--- config.mk ---
export PLATFORM = sky130hd
export DESIGN_NAME = pipe_hazard_ctrl
export DESIGN_NICKNAME = d
export VERILOG_FILES = /design/src/rtl/pipe_hazard_ctrl.sv
export SDC_FILE = /design/constraint.sdc
export NUM_CORES = 1
export LEC_CHECK = 0
export BUFFER_PORTS_ARGS = -buffer_cell sky130_fd_sc_hd__buf_2
export CELL_PAD_IN_SITES_DETAIL_PLACEMENT = 0
export CELL_PAD_IN_SITES_GLOBAL_PLACEMENT = 1
export CORE_ASPECT_RATIO = 1.1
export CORE_UTILIZATION = 38
export CTS_BUF_LIST = sky130_fd_sc_hd__clkbuf_16
export DETAILED_ROUTE_END_ITERATION = 16
export PLACE_DENSITY = 0.79
export SYNTH_ARGS = -nofsm -noshare
export SYNTH_HDL_FRONTEND = slang
export SYNTH_SLANG_ARGS = --single-unit
--- constraint.sdc ---
create_clock -name CLOCK -period 2.7 [get_ports CLOCK]
set_clock_uncertainty 0.1 [all_clocks]
set_input_delay 0.27 -clock CLOCK [delete_from_list [all_inputs] [get_ports CLOCK]]
set_output_delay 0.27 -clock CLOCK [all_outputs]
set_load 0.1 [all_outputs]
--- src/rtl/pipe_hazard_ctrl.sv ---
// Pipeline hazard controller: load-use stall, taken-branch flush and halt drain,
// with saturating stall/flush event counters.
module pipe_hazard_ctrl #(
  parameter int unsigned DRAIN_CYCLES = 4
) (
  input  logic        CLOCK,
  input  logic        RESET,
  input  logic        ID_Valid,
  input  logic [4:0]  ID_RSAddr,
  input  logic [4:0]  ID_RTAddr,
  input  logic        ID_UsesRT,
  input  logic        ID_Halt,
  input  logic        EX_RegWriteEN,
  input  logic        EX_Mem2RegSEL,
  input  logic [4:0]  EX_DstAddr,
  input  logic        EX_BranchTaken,
  output logic        PC_WriteEN,
  output logic        IFID_WriteEN,
  output logic        IFID_Flush,
  output logic        IDEX_Bubble,
  output logic        Halted,
  output logic [15:0] StallCount,
  output logic [15:0] FlushCount
);

  typedef enum logic [1:0] {
    RUN,
    DRAIN,
    HALTED
  } state_t;

  localparam logic [3:0] DRAIN_LOAD = 4'(DRAIN_CYCLES - 1);

  state_t      state_q, state_d;
  logic [3:0]  drain_q, drain_d;
  logic [15:0] stall_q, stall_d;
  logic [15:0] flush_q, flush_d;
  logic        lu;

  assign lu = EX_Mem2RegSEL & EX_RegWriteEN & (EX_DstAddr != 5'd0) & ID_Valid &
              ((EX_DstAddr == ID_RSAddr) | (ID_UsesRT & (EX_DstAddr == ID_RTAddr)));

  always_comb begin
    state_d      = state_q;
    drain_d      = drain_q;
    stall_d      = stall_q;
    flush_d      = flush_q;
    PC_WriteEN   = 1'b1;
    IFID_WriteEN = 1'b1;
    IFID_Flush   = 1'b0;
    IDEX_Bubble  = 1'b0;
    case (state_q)
      RUN: begin
        if (EX_BranchTaken) begin
          IFID_Flush  = 1'b1;
          IDEX_Bubble = 1'b1;
          flush_d     = (flush_q == '1) ? flush_q : flush_q + 16'd1;
        end else if (lu) begin
          // A halt sitting behind a load-use stall is retried next cycle.
          PC_WriteEN   = 1'b0;
          IFID_WriteEN = 1'b0;
          IDEX_Bubble  = 1'b1;
          stall_d      = (stall_q == '1) ? stall_q : stall_q + 16'd1;
        end else if (ID_Valid && ID_Halt) begin
          state_d = DRAIN;
          drain_d = DRAIN_LOAD;
        end
      end
      DRAIN, HALTED: begin
        PC_WriteEN   = 1'b0;
        IFID_WriteEN = 1'b0;
        IFID_Flush   = 1'b1;
        IDEX_Bubble  = 1'b1;
        if (state_q == DRAIN) begin
          if (drain_q == 4'd0) state_d = HALTED;
          else                 drain_d = drain_q - 4'd1;
        end
      end
      default: state_d = RUN;
    endcase
  end

  always_ff @(posedge CLOCK) begin
    if (RESET) begin
      state_q <= RUN;
      drain_q <= '0;
      stall_q <= '0;
      flush_q <= '0;
    end else begin
      state_q <= state_d;
      drain_q <= drain_d;
      stall_q <= stall_d;
      flush_q <= flush_d;
    end
  end

  assign Halted     = (state_q == HALTED);
  assign StallCount = stall_q;
  assign FlushCount = flush_q;

endmodule
==> impl_metrics.json, run 1 <==
{
  "drv_slew": 0,
  "dr.first_iter.drc_count": 117,
  "layout_setup_ws_ns": 0.304,
  "cpPeakStageDelay_ns": 0.43,
  "worst_hold_slack_ns": 0.235,
  "peakVddDrop_v": 0.000252,
  "syn-num-nets": 286,
  "power.density_nw_per_um2": 511,
  "n_antenna_cell": 0,
  "cts_setup_buffers": 0,
  "rsz0062_at_grt": "false",
  "syn_inst": 255,
  "cts_root_buffer": "clkbuf_16",
  "maxCapViolations": 0,
  "totalWireLength_mm": 4.95,
  "rows": 28,
  "cts_resized": 0,
  "ys_seq_area_share_pct": 35.3,
  "critical_path.startpoint_type": "register",
  "grt_pass1_vias": 1778,
  "ios": 60,
  "synth_cell_types": 52,
  "h-tree-depth": 2,
  "p_leak_nw": 1.12,
  "synth_warnings": 0,
  "crit_fanout": 6,
  "cp_top_family": "buffers and inverters",
  "cts_num_sinks": 38,
  "num_vias": 2039,
  "cts_buffer_depth": 2,
  "layout.cells.non_filler": 393,
  "run_status": "complete, no violations",
  "die_x_um": 73.8,
  "clk_latency_ns": 0.28,
  "async_flop_share_pct": 0,
  "path_cells": "inv_1 > ha_1 > inv_2 > nor2_1 > nand3_1 > a21boi_4 > buf_2",
  "dieArea_sq_um": 5970,
  "syn_to_final_growth_pct": 24.5,
  "die_y_um": 80.9,
  "slew_headroom_pct": 51.2,
  "ys_seq_elements": 38,
  "finalNetCount": 348,
  "crit_slowest_cell": "buf_2",
  "first_pass_iters": 4,
  "clk_pin_slew_worst_paths_ns": 0.06,
  "overflow": 0,
  "hold_path.class": "input port to register",
  "syn_area_sq_um": 2150,
  "synth_top_area_share_pct": 35.3,
  "ys.flop_type": "dfxtp_1",
  "start_util_pct": 39.6,
  "hold_viol": 0,
  "synth.area.top_cells": "dfxtp_1 35%, xnor2_1 6.9%, nor2_1 5.1%, ha_1 4.7%, nand3_1 4.2%",
  "postCtsHoldBufs": 0,
  "core_sq_um": 5430,
  "cp.required_ns": 2.33,
  "worst-path-buf-inv": 3,
  "post-route-min-period_ns": 2.40,
  "setup_tns_ns": 0,
  "power_mw": 1.37,
  "dp_hpwl_mm": 3.70,
  "fmax_mhz": 417,
  "yosysTopAreaCell": "dfxtp_1",
  "cts_buffers": 5,
  "grt_first_pass_wirelength_mm": 7.93,
  "synth.avg_cell_area_sq_um": 8.44,
  "io_buffers": 59,
  "vias_per_cell": 5.19,
  "setup_viol": 0,
  "antenna_found_initial": 0,
  "end_kind": "output port",
  "pre_cts_slack_ns": 0.404,
  "place_congestion": 0.802,
  "synth-edff-count": 0,
  "dp_cells": 385,
  "cts_tree": "built",
  "finalCritPeriodShare_pct": 88.7,
  "crit_type": "register to output port",
  "arrival_ns": 2.03,
  "drive_gt1_share_pct": 25.5,
  "grtUsageTotal_pct": 17.1,
  "drtAntennaViolNets": 0,
  "drc": 0,
  "tightest_slew_ns": 0.723,
  "grt_max_degree": 29,
  "drt-wirelength-per-cell_um": 12.6
}
kinds of logic (layout without fill, tap and decap cells):
group	Yosys count	in the layout	share of synthesized area (%)
multiplexers	4	4	1.92
AO/OA/AOI/OAI	49	49	16.2
adder cells (fa/ha/maj)	8	8	4.65
buffers and inverters	20	83	4.24
XOR/XNOR	26	26	10.6
AND/OR/NAND/NOR	110	110	27.0
flip-flops	38	38	35.3
layer usage:
metal	vias to the layer above	GRT usage, %	wire, um
li1	1041	-	-
met1	936	20.1	2240
met2	57	30.3	2380
met3	5	4.47	274
met4	0	5.19	51
met5	-	0	0
path summary, 6_finish.rpt:
path,start,to,slack (ns),cells past startpoint
min reg2reg,state_q[1],state_q[1],0.40,2
max,state_q[0],PC_WriteEN,0.30,7
min,RESET,StallCount[7],0.24,2
max reg2reg,state_q[0],drain_q[2],0.40,8
power breakdown:
part / leakage [nW] / switching [mW] / total (mW) / internal, mW
registers: 0.308 / 0.0103 / 0.583 / 0.572
logic: 0.739 / 0.157 / 0.231 / 0.0737
clock network: 0.0724 / 0.221 / 0.555 / 0.334
total: 1.12 / 0.389 / 1.37 / 0.980
area by class of cell:
| type | instances | area [sq um] |
|---|---|---|
| timing repair buffer | 63 | 325 |
| clock buffer | 5 | 125 |
| inverter | 12 | 45.0 |
| multi-input combinational | 197 | 1310 |
| sequential | 38 | 763 |
| fill | 533 | 2750 |
| tap | 75 | 93.8 |
| clock inverter | 3 | 12.5 |
synth_stat cells (2+ instances only):
cell,n
inv_1,11
nor4_1,2
nor3_1,7
nand2_1,19
xnor2_1,17
nor2_1,29
o21a_1,2
xor2_1,9
mux2i_1,3
a21oi_1,15
nand4_1,6
o21ai_0,8
buf_4,2
and3_1,2
nor4b_1,2
nor3b_1,2
or3_1,10
or4_1,5
nand3_1,18
o311ai_0,3
dfxtp_1,38
o31ai_1,5
ha_1,8
clkbuf_1,4
through the flow:
stage               utilization [%]  instance area [sq um]
floorplan                         -                   2170
global placement               46.8                   2540
CTS                            49.3                   2680
global route                   49.3                   2680
detailed placement             46.8                   2540
finish                         49.3                   2680
layout by cell type (no fill, tap or decap), drive strengths merged, types with 2 or more instances in the layout:
master and count:
a21oi 16, and3 2, buf 63, clkbuf 5, clkinv 2, dfxtp 38
ha 8, inv 13, mux2i 3, nand2 19, nand3 18, nand4 7
nor2 29, nor3 7, nor3b 2, nor4 2, nor4b 2, o21a 2
o21ai 9, o311ai 3, o31ai 5, or3 10, or4 5, xnor2 17
xor2 9
flip-flops by register name, summed over array words and instances (netlist names):
| name | count |
|---|---|
| drain_q | 4 |
| StallCount | 16 |
| state_q | 2 |
| FlushCount | 16 |
Note: power is estimated with default switching activity, not from simulation.
==> inputs of run 2 (changes only) <==
- SETUP_SLACK_MARGIN: default -> 0.5
==> impl_metrics.json, run 2 (synthesis results as in run 1) <==
{
  "tightest_slew_ns": 0.518,
  "rows": 28,
  "overflow": 0,
  "drtAntennaViolNets": 0,
  "nFillCells": 537,
  "hold_viol": 0,
  "grt_max_degree": 25,
  "antenna_found_initial": 0,
  "post-route-min-period_ns": 2.14,
  "dr.first_iter.drc_count": 91,
  "rsz0062_at_grt": "true",
  "drive_gt1_share_pct": 38.4,
  "clk_latency_ns": 0.29,
  "cp.required_ns": 2.78,
  "cts_buffer_depth": 2,
  "grt_first_pass_wirelength_mm": 8.30,
  "swShare_pct": 29.3,
  "stdcell_area_sq_um": 2830,
  "ios": 60,
  "clk_pin_slew_worst_paths_ns": 0.06,
  "io_buffers": 59,
  "h-tree-depth": 2,
  "place_congestion": 0.773,
  "grt_pass1_vias": 1875,
  "drt-wirelength-per-cell_um": 12.9,
  "p_clk_share_pct": 41.0,
  "core_sq_um": 5430,
  "setup_tns_ns": 0,
  "power_mw": 1.40,
  "min_path_cells": 2,
  "run_status": "complete, no violations",
  "num_vias": 2044,
  "layout_common_cells": "56 x buf_2, 27 x nor2_1, 24 x dfxtp_2",
  "p_comb_share_pct": 17.7,
  "finalNetCount": 348,
  "seq_power_share_pct": 41.2,
  "crit_fanout": 5,
  "crit_type": "register to register",
  "slew_headroom_pct": 64.9,
  "drv_slew": 0,
  "dp_hpwl_mm": 3.73,
  "cts_tree": "built",
  "first_pass_iters": 4,
  "multi_input_area_sq_um": 1360,
  "maxCapViolations": 0,
  "cts_root_buffer": "clkbuf_16",
  "start_util_pct": 39.6,
  "cts_num_sinks": 38,
  "totalWireLength_mm": 5.07,
  "vias_per_cell": 5.20,
  "switching_power_mw": 0.409,
  "grtUsageTotal_pct": 18.1,
  "dieArea_sq_um": 5970,
  "post_dp_cell_area_sq_um": 2620,
  "critical_path.startpoint_type": "register",
  "fmax_mhz": 468,
  "peakVddDrop_v": 0.000308,
  "setup_viol": 0,
  "hold_path.class": "input port to register",
  "power.density_nw_per_um2": 493,
  "postCtsHoldBufs": 0,
  "intPower_mw": 0.987,
  "die_y_um": 80.9,
  "arrival_ns": 2.21,
  "syn_to_final_growth_pct": 31.6,
  "drc": 0,
  "end_kind": "register",
  "cts_buffers": 5,
  "n_antenna_cell": 0,
  "die_x_um": 73.8,
  "seq_area_sq_um": 828,
  "r2r_cells": 8,
  "p_leak_nw": 1.16,
  "finalCritPeriodShare_pct": 79.2,
  "layout_commonest_cell": "buf_2"
}
run 2: path summary, 6_finish.rpt:
path	from	endpoint	slack [ns]
worst max-delay path	state_q[0]	drain_q[2]	0.56
worst min-delay path	RESET	FlushCount[3]	0.25
worst max register to register	state_q[0]	drain_q[2]	0.56
worst min register to register	drain_q[0]	drain_q[0]	0.36
run 2: stage by stage:
step                      worst slack [ns]  hold WS [ns]  util [%]  std cells
after floorplan                      0.256         0.357         -        255
after global placement               0.475         0.358      48.2        384
after detailed placement             0.449         0.360      48.2        384
after CTS                            0.529         0.255      51.3        393
after global routing                 0.453         0.283      52.1        393
final                                0.563         0.251      52.1        393
run 2: area by class of cell:
cell class	instances	share of cell area, %
multi-input combinational	197	48.1
sequential	38	29.3
timing repair buffer	63	12.8
clock buffer	5	4.42
tap	75	3.31
inverter	12	1.59
clock inverter	3	0.530
run 2: worst max-delay path, stage by stage, from the launching register on:
cell	delay [ns]
dfxtp_2	0.37
inv_2	0.07
ha_4	0.28
nor2_1	0.05
a211o_1	0.25
or3_4	0.37
o21ai_2	0.09
nor2_1	0.08
a311o_1	0.35
run 2: metal layers:
metal / share of wire, % / routed length [um] / vias to the layer above / track usage (%)
li1: - / - / 1043 / -
met1: 46 / 2330 / 943 / 21.1
met2: 48 / 2420 / 50 / 31.4
met3: 4.7 / 237 / 8 / 4.47
met4: 1.7 / 85 / 0 / 7.50
met5: 0 / 0 / - / 0
run 2: power by group through the flow:
stage	clock network (mW)	logic, mW	registers (mW)
2_1_floorplan	0	0.152	0.615
3_3_place_gp	0	0.233	0.587
3_5_place_dp	0	0.234	0.587
4_1_cts	0.581	0.243	0.575
5_1_grt	0.605	0.268	0.577
6_report	0.573	0.247	0.576
run 2: what timing repair did:
item                       CTS  global route
buffers inserted             1             0
resized for setup            5            11
setup endpoints to repair    4             6
pin swaps                    1             0
==> inputs of run 3 (changes only) <==
- clock period: 2.7 -> 2 ns (I/O delays scaled with it)
==> impl_metrics.json, run 3 (synthesis results as in run 1) <==
{
  "critical_path.startpoint_type": "register",
  "grt_first_pass_wirelength_mm": 9.65,
  "clk_latency_ns": 0.28,
  "stdcell_area_sq_um": 3830,
  "met3_usage_pct": 2.98,
  "drv_slew": 0,
  "io_buffers": 59,
  "grt_pass1_vias": 2164,
  "cts_num_sinks": 38,
  "gr-usage-met2_pct": 37.9,
  "path_cells": "inv_4 > ha_4 > inv_8 > buf_6 > nor2_4 > nand3_2 > a21boi_4 > buf_12",
  "overflow": 0,
  "num_vias": 2382,
  "dr.first_iter.drc_count": 104,
  "core_sq_um": 5430,
  "first_pass_iters": 4,
  "cts_buffers": 5,
  "grtUsageTotal_pct": 20.6,
  "cts_tree": "built",
  "n_antenna_cell": 0,
  "layout_common_cells": "52 x buf_2, 39 x buf_4, 23 x dfxtp_4",
  "syn_to_final_growth_pct": 78.0,
  "met1_usage_pct": 24.7,
  "ios": 60,
  "top_usage_layer": "met2",
  "maxCapViolations": 0,
  "cp.required_ns": 1.70,
  "crit_type": "register to output port",
  "cts_buffer_depth": 2,
  "rows": 28,
  "clk_pin_slew_worst_paths_ns": 0.06,
  "power.density_nw_per_um2": 529,
  "dp_hpwl_mm": 3.87,
  "drive_gt1_share_pct": 61.1,
  "place_congestion": 0.785,
  "drc": 0,
  "drtAntennaViolNets": 0,
  "rsz0062_at_grt": "true",
  "dieArea_sq_um": 5970,
  "setup_viol": 0,
  "nFillCells": 389,
  "run_status": "complete, no violations",
  "cts_root_buffer": "clkbuf_16",
  "tightest_slew_ns": 0.491,
  "peakVddDrop_v": 0.000367,
  "layout_commonest_cell": "buf_2",
  "hold_path.class": "input port to register",
  "totalWireLength_mm": 6.49,
  "crit_fanout": 4,
  "drt-wirelength-per-cell_um": 14.4,
  "fmax_mhz": 506,
  "post_dp_cell_area_sq_um": 2970,
  "die_x_um": 73.8,
  "grt_max_degree": 22,
  "slew_headroom_pct": 67.5,
  "finalCritPeriodShare_pct": 98.8,
  "post-route-min-period_ns": 1.98,
  "h-tree-depth": 2,
  "postCtsHoldBufs": 0,
  "setup_tns_ns": 0,
  "post-route-util_pct": 70.6,
  "cpPeakStageDelay_ns": 0.35,
  "antenna_found_initial": 0,
  "vias_per_cell": 5.29,
  "finalNetCount": 405,
  "hold_viol": 0,
  "arrival_ns": 1.68,
  "p_leak_nw": 1.64,
  "crit_slowest_cell": "dfxtp_2",
  "start_util_pct": 39.6,
  "end_kind": "output port",
  "die_y_um": 80.9
}
[run 3: layer usage]
| layer | vias up | wire (um) | part of all wire [%] |
|---|---|---|---|
| met5 | - | 0 | 0 |
| met4 | 0 | 125 | 1.9 |
| met3 | 13 | 267 | 4.1 |
| met2 | 62 | 3440 | 53 |
| met1 | 1143 | 2650 | 41 |
| li1 | 1164 | - | - |
[run 3: what timing repair did]
| action | 4_1_cts | 5_1_grt |
|---|---|---|
| gates resized for setup | 33 | 54 |
| setup endpoints to repair | 43 | 43 |
| buffers inserted | 24 | 15 |
| pin swaps | 18 | 37 |
[run 3: worst max-delay path, delay by kind of cell (launching register included)]
kind	cells	cell delay [ns]
adders and majority gates	1	0.19
AOI/OAI and AO/OA	1	0.27
and+or+nand+nor	2	0.15
DFF	1	0.35
buffers and inverters	4	0.43
[run 3: final timing paths]
check | from | cells after the start | endpoint | slack, ns
max | state_q[0] | 8 | IFID_WriteEN | 0.02
min | RESET | 2 | StallCount[1] | 0.22
max reg2reg | state_q[0] | 8 | drain_q[2] | 0.03
min reg2reg | StallCount[6] | 1 | StallCount[6] | 0.40
[run 3: where the power goes]
part           internal, mW  switching (mW)  total [mW]
registers             0.746          0.0124       0.758
clock network         0.448           0.292       0.741
logic                 0.237           0.291       0.528
total                  1.43           0.595        2.03
[run 3: layout make-up]
| class | instances | area (sq um) | share of cell area (%) |
|---|---|---|---|
| inverters | 12 | 55.1 | 1.44 |
| clock buffers | 5 | 125 | 3.27 |
| multi-input cells | 197 | 1760 | 45.9 |
| repair buffers | 120 | 925 | 24.1 |
| well taps | 75 | 93.8 | 2.45 |
| clock inverters | 3 | 11.3 | 0.294 |
| flip-flops and latches | 38 | 863 | 22.5 |
[run 3: stage by stage]
stage | total power, mW | hold WS, ns | instances | setup WS, ns
3_3_place_gp | 1.16 | 0.360 | 403 | 0.00285
6_report | 2.03 | 0.223 | 450 | 0.0233
5_1_grt | 2.12 | 0.252 | 450 | -0.0438
3_5_place_dp | 1.16 | 0.368 | 403 | -0.0211
4_1_cts | 1.97 | 0.228 | 435 | 0.0438
2_1_floorplan | 1.04 | 0.304 | 255 | -0.0788
